<file path="src/rtl/fir_pkg.sv">
`default_nettype none
// ============================================================================
// Module   : fir_pkg
// Brief    : Shared widths, queue state encoding and saturation limits.
// Revision : 1.0
// ============================================================================
package fir_pkg;

    localparam int IW_DEF = 18;
    localparam int OW_DEF = 12;

    typedef enum logic [1:0] {
        EMPTY = 2'd0,
        ONE   = 2'd1,
        FULL  = 2'd2
    } q_state_t;

    function automatic int SAT_MAX(input int ow);
        return (1 << (ow - 1)) - 1;
    endfunction

    function automatic int SAT_MIN(input int ow);
        return -(1 << (ow - 1));
    endfunction

endpackage
`default_nettype wire

</file>
<file path="src/rtl/fir_sat_shift.sv">
`default_nettype none
// ============================================================================
// Module   : fir_sat_shift
// Brief    : Arithmetic right shift then saturate a signed IW value to OW bits.
// Revision : 1.0
// ============================================================================
module fir_sat_shift
    import fir_pkg::*;
#(
    parameter int IW    = IW_DEF,
    parameter int OW    = OW_DEF,
    parameter int SHIFT = 4
) (
    input  logic signed [IW-1:0] din,
    output logic signed [OW-1:0] dout
);

    localparam logic signed [IW-1:0] c_sat_max = IW'(SAT_MAX(OW));
    localparam logic signed [IW-1:0] c_sat_min = IW'(SAT_MIN(OW));

    logic signed [IW-1:0] w_shifted;

    // >>> on a signed operand floors toward -inf
    assign w_shifted = din >>> SHIFT;

    always_comb begin
        dout = w_shifted[OW-1:0];
        if (w_shifted > c_sat_max) begin
            dout = c_sat_max[OW-1:0];
        end else if (w_shifted < c_sat_min) begin
            dout = c_sat_min[OW-1:0];
        end
    end

endmodule
`default_nettype wire

</file>
<file path="src/rtl/fir_output_capture.sv">
`default_nettype none
// ============================================================================
// Module   : fir_output_capture
// Brief    : Captures scaled FIR results into a 2-deep queue with valid/ready
//            output and sticky overrun / saturating drop counter.
// Revision : 1.0
// ============================================================================
module fir_output_capture
    import fir_pkg::*;
#(
    parameter int IW    = IW_DEF,
    parameter int OW    = OW_DEF,
    parameter int SHIFT = 4,
    parameter int CW    = 8
) (
    input  logic                 clk,
    input  logic                 reset,
    input  logic                 count_reach,
    input  logic signed [IW-1:0] din,
    input  logic                 dout_ready,
    output logic signed [OW-1:0] dout,
    output logic                 dout_valid,
    output logic                 overrun,
    output logic [CW-1:0]        drop_count,
    input  logic                 clr_overrun
);

    q_state_t             r_state;
    logic signed [OW-1:0] r_q0;
    logic signed [OW-1:0] r_q1;
    logic                 r_valid;
    logic                 r_overrun;
    logic [CW-1:0]        r_drop_count;

    logic signed [OW-1:0] w_scaled;
    logic                 w_pop;
    logic                 w_drop;

    fir_sat_shift #(
        .IW    (IW),
        .OW    (OW),
        .SHIFT (SHIFT)
    ) u_sat_shift (
        .din  (din),
        .dout (w_scaled)
    );

    assign w_pop  = r_valid & dout_ready;
    // A pop in FULL always makes room, so only an unpopped FULL cycle drops
    assign w_drop = (r_state == FULL) & count_reach & ~w_pop;

    always_ff @(posedge clk or negedge reset) begin
        if (!reset) begin
            r_state      <= EMPTY;
            r_q0         <= '0;
            r_q1         <= '0;
            r_valid      <= 1'b0;
            r_overrun    <= 1'b0;
            r_drop_count <= '0;
        end else begin
            case (r_state)
                EMPTY: begin
                    if (count_reach) begin
                        r_q0    <= w_scaled;
                        r_state <= ONE;
                        r_valid <= 1'b1;
                    end
                end
                ONE: begin
                    if (count_reach && !w_pop) begin
                        r_q1    <= w_scaled;
                        r_state <= FULL;
                    end else if (w_pop && !count_reach) begin
                        r_q0    <= '0;
                        r_state <= EMPTY;
                        r_valid <= 1'b0;
                    end else if (count_reach) begin
                        r_q0 <= w_scaled;
                    end
                end
                FULL: begin
                    if (w_pop) begin
                        r_q0 <= r_q1;
                        if (count_reach) begin
                            r_q1 <= w_scaled;
                        end else begin
                            r_state <= ONE;
                        end
                    end
                end
                default: begin
                    r_state <= EMPTY;
                    r_valid <= 1'b0;
                end
            endcase

            // A drop coinciding with a clear restarts the count at one
            if (w_drop) begin
                r_overrun <= 1'b1;
                if (clr_overrun) begin
                    r_drop_count <= CW'(1);
                end else if (r_drop_count != {CW{1'b1}}) begin
                    r_drop_count <= r_drop_count + CW'(1);
                end
            end else if (clr_overrun) begin
                r_overrun    <= 1'b0;
                r_drop_count <= '0;
            end
        end
    end

    assign dout       = r_q0;
    assign dout_valid = r_valid;
    assign overrun    = r_overrun;
    assign drop_count = r_drop_count;

endmodule
`default_nettype wire
</file>
<file path="config.mk">
export PLATFORM = sky130hd
export DESIGN_NAME = fir_output_capture
export DESIGN_NICKNAME = d
export VERILOG_FILES = /design/src/rtl/fir_pkg.sv /design/src/rtl/fir_sat_shift.sv /design/src/rtl/fir_output_capture.sv
export SDC_FILE = /design/constraint.sdc
export NUM_CORES = 1
export LEC_CHECK = 0
export BUFFER_PORTS_ARGS = -buffer_cell sky130_fd_sc_hd__buf_2
export CORE_ASPECT_RATIO = 0.9
export CORE_UTILIZATION = 58
export CTS_CLUSTER_DIAMETER = 120
export DETAILED_ROUTE_END_ITERATION = 16
export PLACE_DENSITY = 0.9
export SYNTH_ARGS = -nofsm -noshare
export SYNTH_HDL_FRONTEND = slang
export SYNTH_SLANG_ARGS = --single-unit
</file>
<file path="constraint.sdc">
create_clock -name clk -period 3.8 [get_ports clk]
set_input_delay 0.19 -clock clk [delete_from_list [all_inputs] [get_ports clk]]
set_output_delay 0.19 -clock clk [all_outputs]
set_load 0.1 [all_outputs]
</file>
==> flow_summary.ini <==
[die]
core_region_area_mm2 = 0.003186
die-area_mm2 = 0.003731
num_rows = 19
io_pins = 45
die_h_um = 58.05
fp.dieW_um = 64.28
start_util = 0.6355

[place]
dpl_cell_area_mm2 = 0.002215
place_congestion = 0.8309
place_hpwl_um = 2863
portBuffers = 40

[synth]
synthTopCellsByArea = dfrtp_1 44%, a21bo_2 5.9%, a221o_1 5.4%
synth_top_family_by_area = compound AO/OA/AOI/OAI gates
synth_top_area_frac = 0.4450
yosysUniqueCellTypes = 40
synth_mux_area_frac = 0.02101
async_flop_share = 1.000
synth_top_area_cell = dfrtp_1
synth_fa_ha_area_frac = 0.04326
ys_warn_count = 0
yosys_register_bits = 36
synth_nets = 243
seq_area_frac_synth = 0.4450
syn_area_mm2 = 0.002024
synthXorXnorAreaFrac = 0.004326
synthSimpleGateAreaFrac = 0.1613
synth_area_per_cell_um2 = 9.504
netlist_instances = 213
synth-compound-area-share = 0.2775
synthFlopType = dfrtp_1
synth_edf_count = 0

[global_routing]
grt_pass1_vias = 1615
overflow = 0
track_usage = 0.2496
antenna_found_initial = 0
grt_pass1_wl_um = 6982
grt_max_degree = 37

[final_layout]
nets = 277
final_common_cell = buf_2
drive_gt1_frac = 0.2702
fillers = 250
multi_input_area_mm2 = 0.001027
syn2layout_area_growth_pct = 14.03
fin_area_mm2 = 0.002308
final_cell_mix = 40 x buf_2, 36 x dfrtp_1, 29 x nor2_1, 18 x nand2_1, 17 x o21ai_0
antennaDiodeCount = 0
post-route-util = 0.7247
seq_area_um2 = 900.9

[sta]
rsz0062_at_grt = false
slew_viol_final = 0
finalHoldWorstSlack_ns = -0.02633
period_share = 0.5733
hold_viol = 36
fin_crit_ns = 2.178
setup_viol = 0
fin_skew_ns = 0.004111
worst_pin_slew_ns = 0.7931
tns_ns = 0
clock.fmax_mhz = 459.0
maxSlewHeadroom = 0.4693

[clock_network]
cts_buffers = 5
cts_setup_buffers = 0
cts.reportedPaths.clkPinSlew_ns = 0.07
cts_tree = done
cts.hold.buffers_added = 0
cts_resized = 0
max-clock-path-buffers = 2
clock_latency_ns = 0.29
root_buffer = clkbuf_8
clock_sinks = 36
cts_htree_levels = 2

[critical_path]
cp_num_buf_inv = 0
cp-end-kind = register
slowest_stage = nor2_1
reg2reg_from = dout_valid$_DFFE_PN0P_
r2r_slack_ns = 1.62
path_cells = nand2_4, ha_1, a21oi_1, nand2_2, nor2_1, a221o_1
path_max_fanout = 11
crit_path_start_kind = register
path_depth = 6
cp_top_family = simple AND/OR/NAND/NOR gates
crit_type = register to register
slowest_delay_ns = 0.63
arrival_ns = 2.41
crit_required_ns = 4.03
reg2reg_to = dout[5]$_DFFE_PN0P_
worstRegToRegCells = 6

[drt]
drt-total-wl_um = 4189
vias = 1684
drc_errors = 0
drtPass1Iterations = 4
wire_per_inst_um = 14.44
vias_per_cell = 5.807
final_antenna_net_count = 0
first_iter_violations = 102

[power]
power.leakage_uw = 0.001121
vdd_drop_max_uv = 525.4
powerDensity_mw_per_mm2 = 856.7

[run_status]
violations = negative hold slack
outcome = finished, violations left

[hold_path]
min-delay-path-class = input pin to asynchronous set/reset pin

[flow_run]
max-cap-violations = 0
-- metal layers --
metal / vias up / track usage / wire (um)
met1: 806 / 0.3038 / 1971
li1: 833 / - / -
met3: 10 / 0.05118 / 162
met2: 35 / 0.4060 / 1964
met4: 0 / 0.1619 / 90
met5: - / 0 / 0
-- metrics by stage --
step	worst slack (ns)	hold slack (ns)	std cells	total power, uW
after detailed placement	1.659	0.3211	282	1690
after floorplan	1.406	-0.1056	213	1515
final	1.622	-0.02633	290	1978
after CTS	1.640	0.008095	290	1980
after global placement	1.704	0.3177	282	1661
after global routing	1.485	0.03705	290	2085
-- cell type report --
class | count | share of cell area
timing repair buffer | 40 | 0.08672
tap | 42 | 0.02276
sequential | 36 | 0.3902
clock buffer | 7 | 0.03740
inverter | 9 | 0.01463
multi-input combinational | 155 | 0.4450
clock inverter | 1 | 0.003252
-- state kept, by name (all words and copies together) (netlist names) --
name and count:
overrun 1, drop_count 8, r_q1 12, r_state 2, dout 12, dout_valid 1
-- how the worst max path moves through the flow --
stage | to | start | slack [ns]
floorplan | dout[0]$_DFFE_PN0P_ | dout_valid$_DFFE_PN0P_ | 1.41
global route | dout[8]$_DFFE_PN0P_ | dout_valid$_DFFE_PN0P_ | 1.49
global placement | dout[6]$_DFFE_PN0P_ | dout_valid$_DFFE_PN0P_ | 1.70
CTS | dout[5]$_DFFE_PN0P_ | dout_valid$_DFFE_PN0P_ | 1.64
finish | dout[5]$_DFFE_PN0P_ | dout_valid$_DFFE_PN0P_ | 1.62
detailed placement | dout[8]$_DFFE_PN0P_ | dout_valid$_DFFE_PN0P_ | 1.66
-- worst register-to-register path, stage by stage, from the launching register on --
cell and delay [ns]:
dfrtp_1 0.44, nand2_4 0.11, ha_1 0.23, a21oi_1 0.32, nand2_2 0.09, nor2_1 0.63, a221o_1 0.28
-- cells by family after synthesis --
family / count (synthesis)
buffers and inverters: 22
adders and majority gates: 7
AOI/OAI and AO/OA: 74
and+or+nand+nor: 69
muxes: 4
xor gates and xnor gates: 1
DFF: 36
-- cells in the mapped netlist, types with 2 or more instances --
master	number
nor2_1	29
clkbuf_1	4
nand4_1	2
nand3_1	5
mux2i_1	2
inv_1	9
a21oi_1	12
ha_1	7
a2bb2oi_1	11
buf_1	2
a21bo_2	12
a221o_1	11
nand2_4	2
buf_4	2
buf_2	5
o21ai_0	17
a21o_1	2
or3_1	2
o211ai_1	2
dfrtp_1	36
nor2b_1	3
nand2_1	18
-- power breakdown --
part	internal (uW)	total (uW)	leakage [uW]	switching [uW]
combinational	270	1080	0.000614	810
sequential	527	610	0.000463	84.0
clock	147	288	0.0000445	140
Note: power is estimated with default switching activity, not from simulation.
